--- config.mk ---
export PLATFORM = sky130hd
export DESIGN_NAME = if_prefetch
export DESIGN_NICKNAME = d
export VERILOG_FILES = /design/src/rtl/soin_pkg.sv /design/src/rtl/inst_fifo.sv /design/src/rtl/if_prefetch.sv
export SDC_FILE = /design/constraint.sdc
export NUM_CORES = 1
export LEC_CHECK = 0
export BUFFER_PORTS_ARGS = -buffer_cell sky130_fd_sc_hd__buf_2
export CAP_MARGIN = 0
export CORE_ASPECT_RATIO = 1.5
export CORE_MARGIN = 3
export CORE_UTILIZATION = 39
export CTS_CLUSTER_DIAMETER = 60
export DETAILED_ROUTE_END_ITERATION = 6
export PLACE_DENSITY = 0.56
export SLEW_MARGIN = 20
export SYNTH_ARGS = -nofsm -noshare
export SYNTH_HDL_FRONTEND = slang
export SYNTH_SLANG_ARGS = --single-unit
--- constraint.sdc ---
create_clock -name i_clk -period 11.75 [get_ports i_clk]
set_clock_uncertainty 0.15 [all_clocks]
set_input_delay 0.5875 -clock i_clk [delete_from_list [all_inputs] [get_ports i_clk]]
set_output_delay 0.5875 -clock i_clk [all_outputs]
set_load 0.05 [all_outputs]
--- src/rtl/soin_pkg.sv ---
// Shared types for the RV32I front end.
// Fetch entries pair each instruction word with its PC.
package soin_pkg;
   localparam int XLEN = 32;
   typedef logic [XLEN-1:0] word_t;
   typedef struct packed {
      word_t pc;
      word_t inst;
   } fetch_entry_t;
   localparam word_t INST_NOP = 32'h0000_0013;
endpackage

--- src/rtl/inst_fifo.sv ---
// Small power-of-two FIFO of fetch entries.
// Flush is synchronous; reset clears storage so the head reads as zero.
module inst_fifo
   import soin_pkg::*;
#(
   parameter int DEPTH = 4
) (
   input  logic                     i_clk,
   input  logic                     i_rst,
   input  logic                     i_flush,
   input  logic                     i_push,
   input  fetch_entry_t             i_data,
   input  logic                     i_pop,
   output fetch_entry_t             o_data,
   output logic                     o_full,
   output logic                     o_empty,
   output logic [$clog2(DEPTH):0]   o_count
);
   localparam int AW = $clog2(DEPTH);
   localparam int CW = AW + 1;

   fetch_entry_t    mem_q [DEPTH];
   logic [AW-1:0]   wr_q;
   logic [AW-1:0]   rd_q;
   logic [CW-1:0]   cnt_q;
   logic [CW-1:0]   cnt_d;

   assign cnt_d   = cnt_q + CW'(i_push) - CW'(i_pop);
   assign o_data  = mem_q[rd_q];
   assign o_count = cnt_q;
   assign o_empty = (cnt_q == '0);
   assign o_full  = (cnt_q == CW'(DEPTH));

   always_ff @(posedge i_clk or posedge i_rst) begin
      if (i_rst) begin
         wr_q  <= '0;
         rd_q  <= '0;
         cnt_q <= '0;
         for (int i = 0; i < DEPTH; i++) mem_q[i] <= '0;
      end else if (i_flush) begin
         wr_q  <= '0;
         rd_q  <= '0;
         cnt_q <= '0;
      end else begin
         if (i_push) begin
            mem_q[wr_q] <= i_data;
            wr_q        <= wr_q + 1'b1;
         end
         if (i_pop) rd_q <= rd_q + 1'b1;
         cnt_q <= cnt_d;
      end
   end
endmodule

--- src/rtl/if_prefetch.sv ---
// Instruction prefetch stage: credit-limited in-order fetch,
// PC-tagged buffering and redirect flush with stale-response discard.
module if_prefetch
   import soin_pkg::*;
#(
   parameter int    DEPTH    = 4,
   parameter word_t RESET_PC = 32'h0000_0000
) (
   input  logic         i_clk,
   input  logic         i_rst,
   output logic         o_imem_req,
   output logic [31:0]  o_imem_addr,
   input  logic         i_imem_gnt,
   input  logic         i_imem_rvalid,
   input  logic [31:0]  i_imem_rdata,
   output logic         o_inst_valid,
   output logic [31:0]  o_inst,
   output logic [31:0]  o_inst_pc,
   input  logic         i_inst_ready,
   input  logic         i_redirect,
   input  logic [31:0]  i_redirect_pc
);
   localparam int CW = $clog2(DEPTH) + 1;
   localparam logic [CW:0] CAP = (CW+1)'(DEPTH);

   word_t         fetch_pc_q, fetch_pc_d;
   word_t         resp_pc_q, resp_pc_d;
   logic [CW-1:0] outst_q, outst_d;
   logic [CW-1:0] disc_q, disc_d;
   logic [CW-1:0] count;
   logic [CW:0]   used;
   logic          fire, rv_ok, keep, pop;
   logic          full, empty;
   word_t         tgt;
   fetch_entry_t  head, push_data;

   assign tgt  = i_redirect_pc & 32'hFFFF_FFFC;
   assign used = {1'b0, count} + {1'b0, outst_q};

   // Discarded responses still hold credit until they come back.
   assign o_imem_req  = ~i_rst & ~i_redirect & (used < CAP);
   assign o_imem_addr = fetch_pc_q;

   assign fire  = o_imem_req & i_imem_gnt;
   assign rv_ok = i_imem_rvalid & (outst_q != '0);
   assign keep  = rv_ok & (disc_q == '0) & ~i_redirect;
   assign pop   = ~empty & i_inst_ready & ~i_redirect;

   assign push_data = '{pc: resp_pc_q, inst: i_imem_rdata};

   always_comb begin
      outst_d    = outst_q + CW'(fire) - CW'(rv_ok);
      disc_d     = disc_q;
      fetch_pc_d = fetch_pc_q;
      resp_pc_d  = resp_pc_q;
      if (i_redirect) begin
         disc_d     = outst_q - CW'(rv_ok);
         fetch_pc_d = tgt;
         resp_pc_d  = tgt;
      end else begin
         if (rv_ok && disc_q != '0) disc_d = disc_q - CW'(1);
         if (fire) fetch_pc_d = fetch_pc_q + 32'd4;
         if (keep) resp_pc_d = resp_pc_q + 32'd4;
      end
   end

   always_ff @(posedge i_clk or posedge i_rst) begin
      if (i_rst) begin
         fetch_pc_q <= RESET_PC;
         resp_pc_q  <= RESET_PC;
         outst_q    <= '0;
         disc_q     <= '0;
      end else begin
         fetch_pc_q <= fetch_pc_d;
         resp_pc_q  <= resp_pc_d;
         outst_q    <= outst_d;
         disc_q     <= disc_d;
      end
   end

   inst_fifo #(.DEPTH(DEPTH)) u_fifo (
      .i_clk   (i_clk),
      .i_rst   (i_rst),
      .i_flush (i_redirect),
      .i_push  (keep),
      .i_data  (push_data),
      .i_pop   (pop),
      .o_data  (head),
      .o_full  (full),
      .o_empty (empty),
      .o_count (count)
   );

   assign o_inst_valid = ~empty;
   assign o_inst       = head.inst;
   assign o_inst_pc    = head.pc;

   a_no_orphan_rvalid: assert property (
      @(posedge i_clk) disable iff (i_rst)
      !(i_imem_rvalid && outst_q == '0));

   a_no_overflow: assert property (
      @(posedge i_clk) disable iff (i_rst)
      !(keep && full && !pop));
endmodule

==> results.yml <==
flow_run:
  cap_violations: 0
drt:
  firstDrtPassIters: 5
  vias: 9191
  routed_wl_mm: 36.5
  via_per_inst: 5.15
  ant_nets: 0
  wl_per_cell_um: 20.5
  drc_errors: 0
  drt_iter0_drc: 352
yosys:
  syn_avg_cell_area_um2: 15.2
  ys_types: 58
  synth_edf_count: 0
  ys_warn_count: 0
  synthCells: 1064
  ys_ff_latch: 321
  synth_seq_area_share_pct: 49.6
  synth_flop_cell: "dfrtp_1"
  syn_area_um2: 16200
  synthArstFlopShare_pct: 100
clock_tree:
  clockBufferDepth: 3
  htreeDepth: 2
  insertion_delay_ps: 530
  numCtsBuffers: 35
  hold_buffers: 0
  postCtsSetupBuffers: 0
  cts_tree: "yes"
  clock_sinks: 321
  cts_resized: 0
  cts.clk_slew.worst_paths_ps: 60
  ctsRootBufferMaster: "clkbuf_16"
floorplan:
  rows: 90
  core_um2: 40700
  die_x_um: 172
  initial_core_util_pct: 39.8
  boundaryPins: 168
  dieArea_um2: 44100
  die_height_um: 256
critical_path:
  cp-endpoint: "o_inst_pc[17]"
  crit_arrival_ps: 3080
  endpoint_kind: "output port"
  start_kind: "flop"
  timing.rr.end: "u_fifo.mem_q[94]"
  worstRegToRegCells: 8
  regToRegStartpoint: "disc_q[0]"
  cp_max_fo: 39
  reg2reg_slack_ps: 8360
  timing.critical_path.from: "u_fifo.rd_q[0]"
  required_ps: 11010
  criticalPathCategory: "reg2out"
timing:
  max_slew_margin_pct: 37.4
  maxSlewViolCount: 0
  worst_slew_pin_slew_ps: 939
  timing.final.crit_share_pct: 32.5
  setup_viol: 0
  max_freq_ghz: 0.262
  tns_ps: 0
  rsz0062_at_grt: "false"
  hold_violations: 0
  period_needed_ps: 3820
grt:
  grt_start_max_net_pins: 110
  first_global_vias: 10000
  grt_pass1_wl_mm: 57.8
  grt_antenna_before_repair: 0
  grt_use_total_pct: 16.6
  grt-ovfl-total: 0
status:
  status: "finished clean"
final_layout:
  num_antenna_cells: 0
  final_nets: 1293
  drive_above_1_share_pct: 45.1
  syn_to_final_growth_pct: 13.1
power:
  max-vdd-ir-drop_mv: 0.105
  powerDensity_nw_per_um2: 241
  p_leak_nw: 8.34
  p_total_w: 0.00442
min_path:
  hold_path.class: "in2async"
placement:
  place.detailed.hpwl_mm: 22.8
  routabilityCongestion: 0.792
  port_buffers: 161
area by class of cell:
type | instances | area, um2
fill | 3629 | 22300
inverter | 20 | 85.1
multi-input combinational | 654 | 7370
timing repair buffer | 173 | 900
clock buffer | 51 | 1060
tap | 552 | 691
clock inverter | 12 | 181
sequential | 321 | 8040
how the worst min path moves through the flow:
| stage | to | depth (start not counted) |
|---|---|---|
| 5_1_grt | u_fifo.o_count[2] | 2 |
| 3_3_place_gp | u_fifo.mem_q[159] | 1 |
| 3_5_place_dp | u_fifo.mem_q[22] | 1 |
| 2_1_floorplan | u_fifo.mem_q[93] | 1 |
| 4_1_cts | u_fifo.mem_q[248] | 2 |
| 6_report | u_fifo.o_count[2] | 2 |
worst max-delay path, stage by stage (launching register included):
cell and delay, ps:
dfrtp_4 830, buf_4 800, mux4_2 660, buf_2 240
cells in the mapped netlist (5+ instances only):
master    number  share of area, %
o21ai_0       36               1.1
o211ai_1      11              0.51
xnor2_1       20               1.1
mux2_4       240                22
a21boi_0       8              0.37
buf_4          5              0.23
a31oi_1        5              0.19
buf_12        24               3.0
buf_2         16              0.49
inv_1         17              0.39
buf_1          5              0.12
dfrtp_1      321                50
mux4_2        62               8.6
ha_1          16               1.2
nand2b_1       6              0.23
clkbuf_1      18              0.42
xor2_1        25               1.4
nand2_1       46               1.1
nand4_1       23              0.89
nor2_1        19              0.44
and3_1        13              0.50
nor3_1        12              0.37
nand3_1       33               1.0
mux2_1         8              0.56
and4_1         8              0.43
metrics by stage:
step	util, %	hold WS (ps)	setup slack [ps]	cells	cell area [um2]
global placement	42.0	313	8320	1720	17100
floorplan	-	302	2130	1067	16200
CTS	45.1	80.2	7810	1783	18300
detailed placement	42.0	323	8300	1720	17100
finish	45.1	74.1	7930	1783	18300
global route	45.1	119	7720	1783	18300
where the power goes:
group,switching [W],internal (W),total (W)
logic,0.000995,0.000681,0.00168
clock network,0.000463,0.000717,0.00118
registers,0.000209,0.00136,0.00156
sequential cells by signal, summed over array words and instances, names as in the netlist:
register and count:
u_fifo.rd_q 2, outst_q 3, o_imem_addr 30, resp_pc_q 30
u_fifo.o_count 3, u_fifo.mem_q 248, u_fifo.wr_q 2, disc_q 3
cell families after synthesis:
logic type / count (synthesis) / synth area share (%)
xor+xnor: 45 / 2.43
other cells: 1 / 0.0232
mux: 315 / 31.7
buf+inv: 92 / 4.98
flops: 321 / 49.6
simple gates: 189 / 6.45
compound gates: 83 / 3.29
fa+ha+maj: 18 / 1.48
routing by layer:
layer	vias up	GRT usage [%]	wire, um
li1	4164	-	-
met1	4773	21.9	15800
met2	205	28.0	18400
met3	49	2.80	1490
met4	0	4.84	821
met5	-	0	0
placed cells by master, fill, tap and decap left out, types with 6 or more instances in the layout:
cell	Yosys	final
dfrtp_1	321	319
mux2_4	240	240
buf_2	16	161
mux4_2	62	62
nand2_1	46	46
o21ai_0	36	36
clkbuf_16	0	36
nand3_1	33	33
xor2_1	25	25
nand4_1	23	23
xnor2_1	20	20
nor2_1	19	18
inv_1	17	16
ha_1	16	16
and3_1	13	13
nor3_1	12	12
o211ai_1	11	11
buf_4	5	11
clkbuf_8	0	10
and4_1	8	8
mux2_1	8	8
a21boi_0	8	8
nand2b_1	6	6
Note: power is estimated with default switching activity, not from simulation.
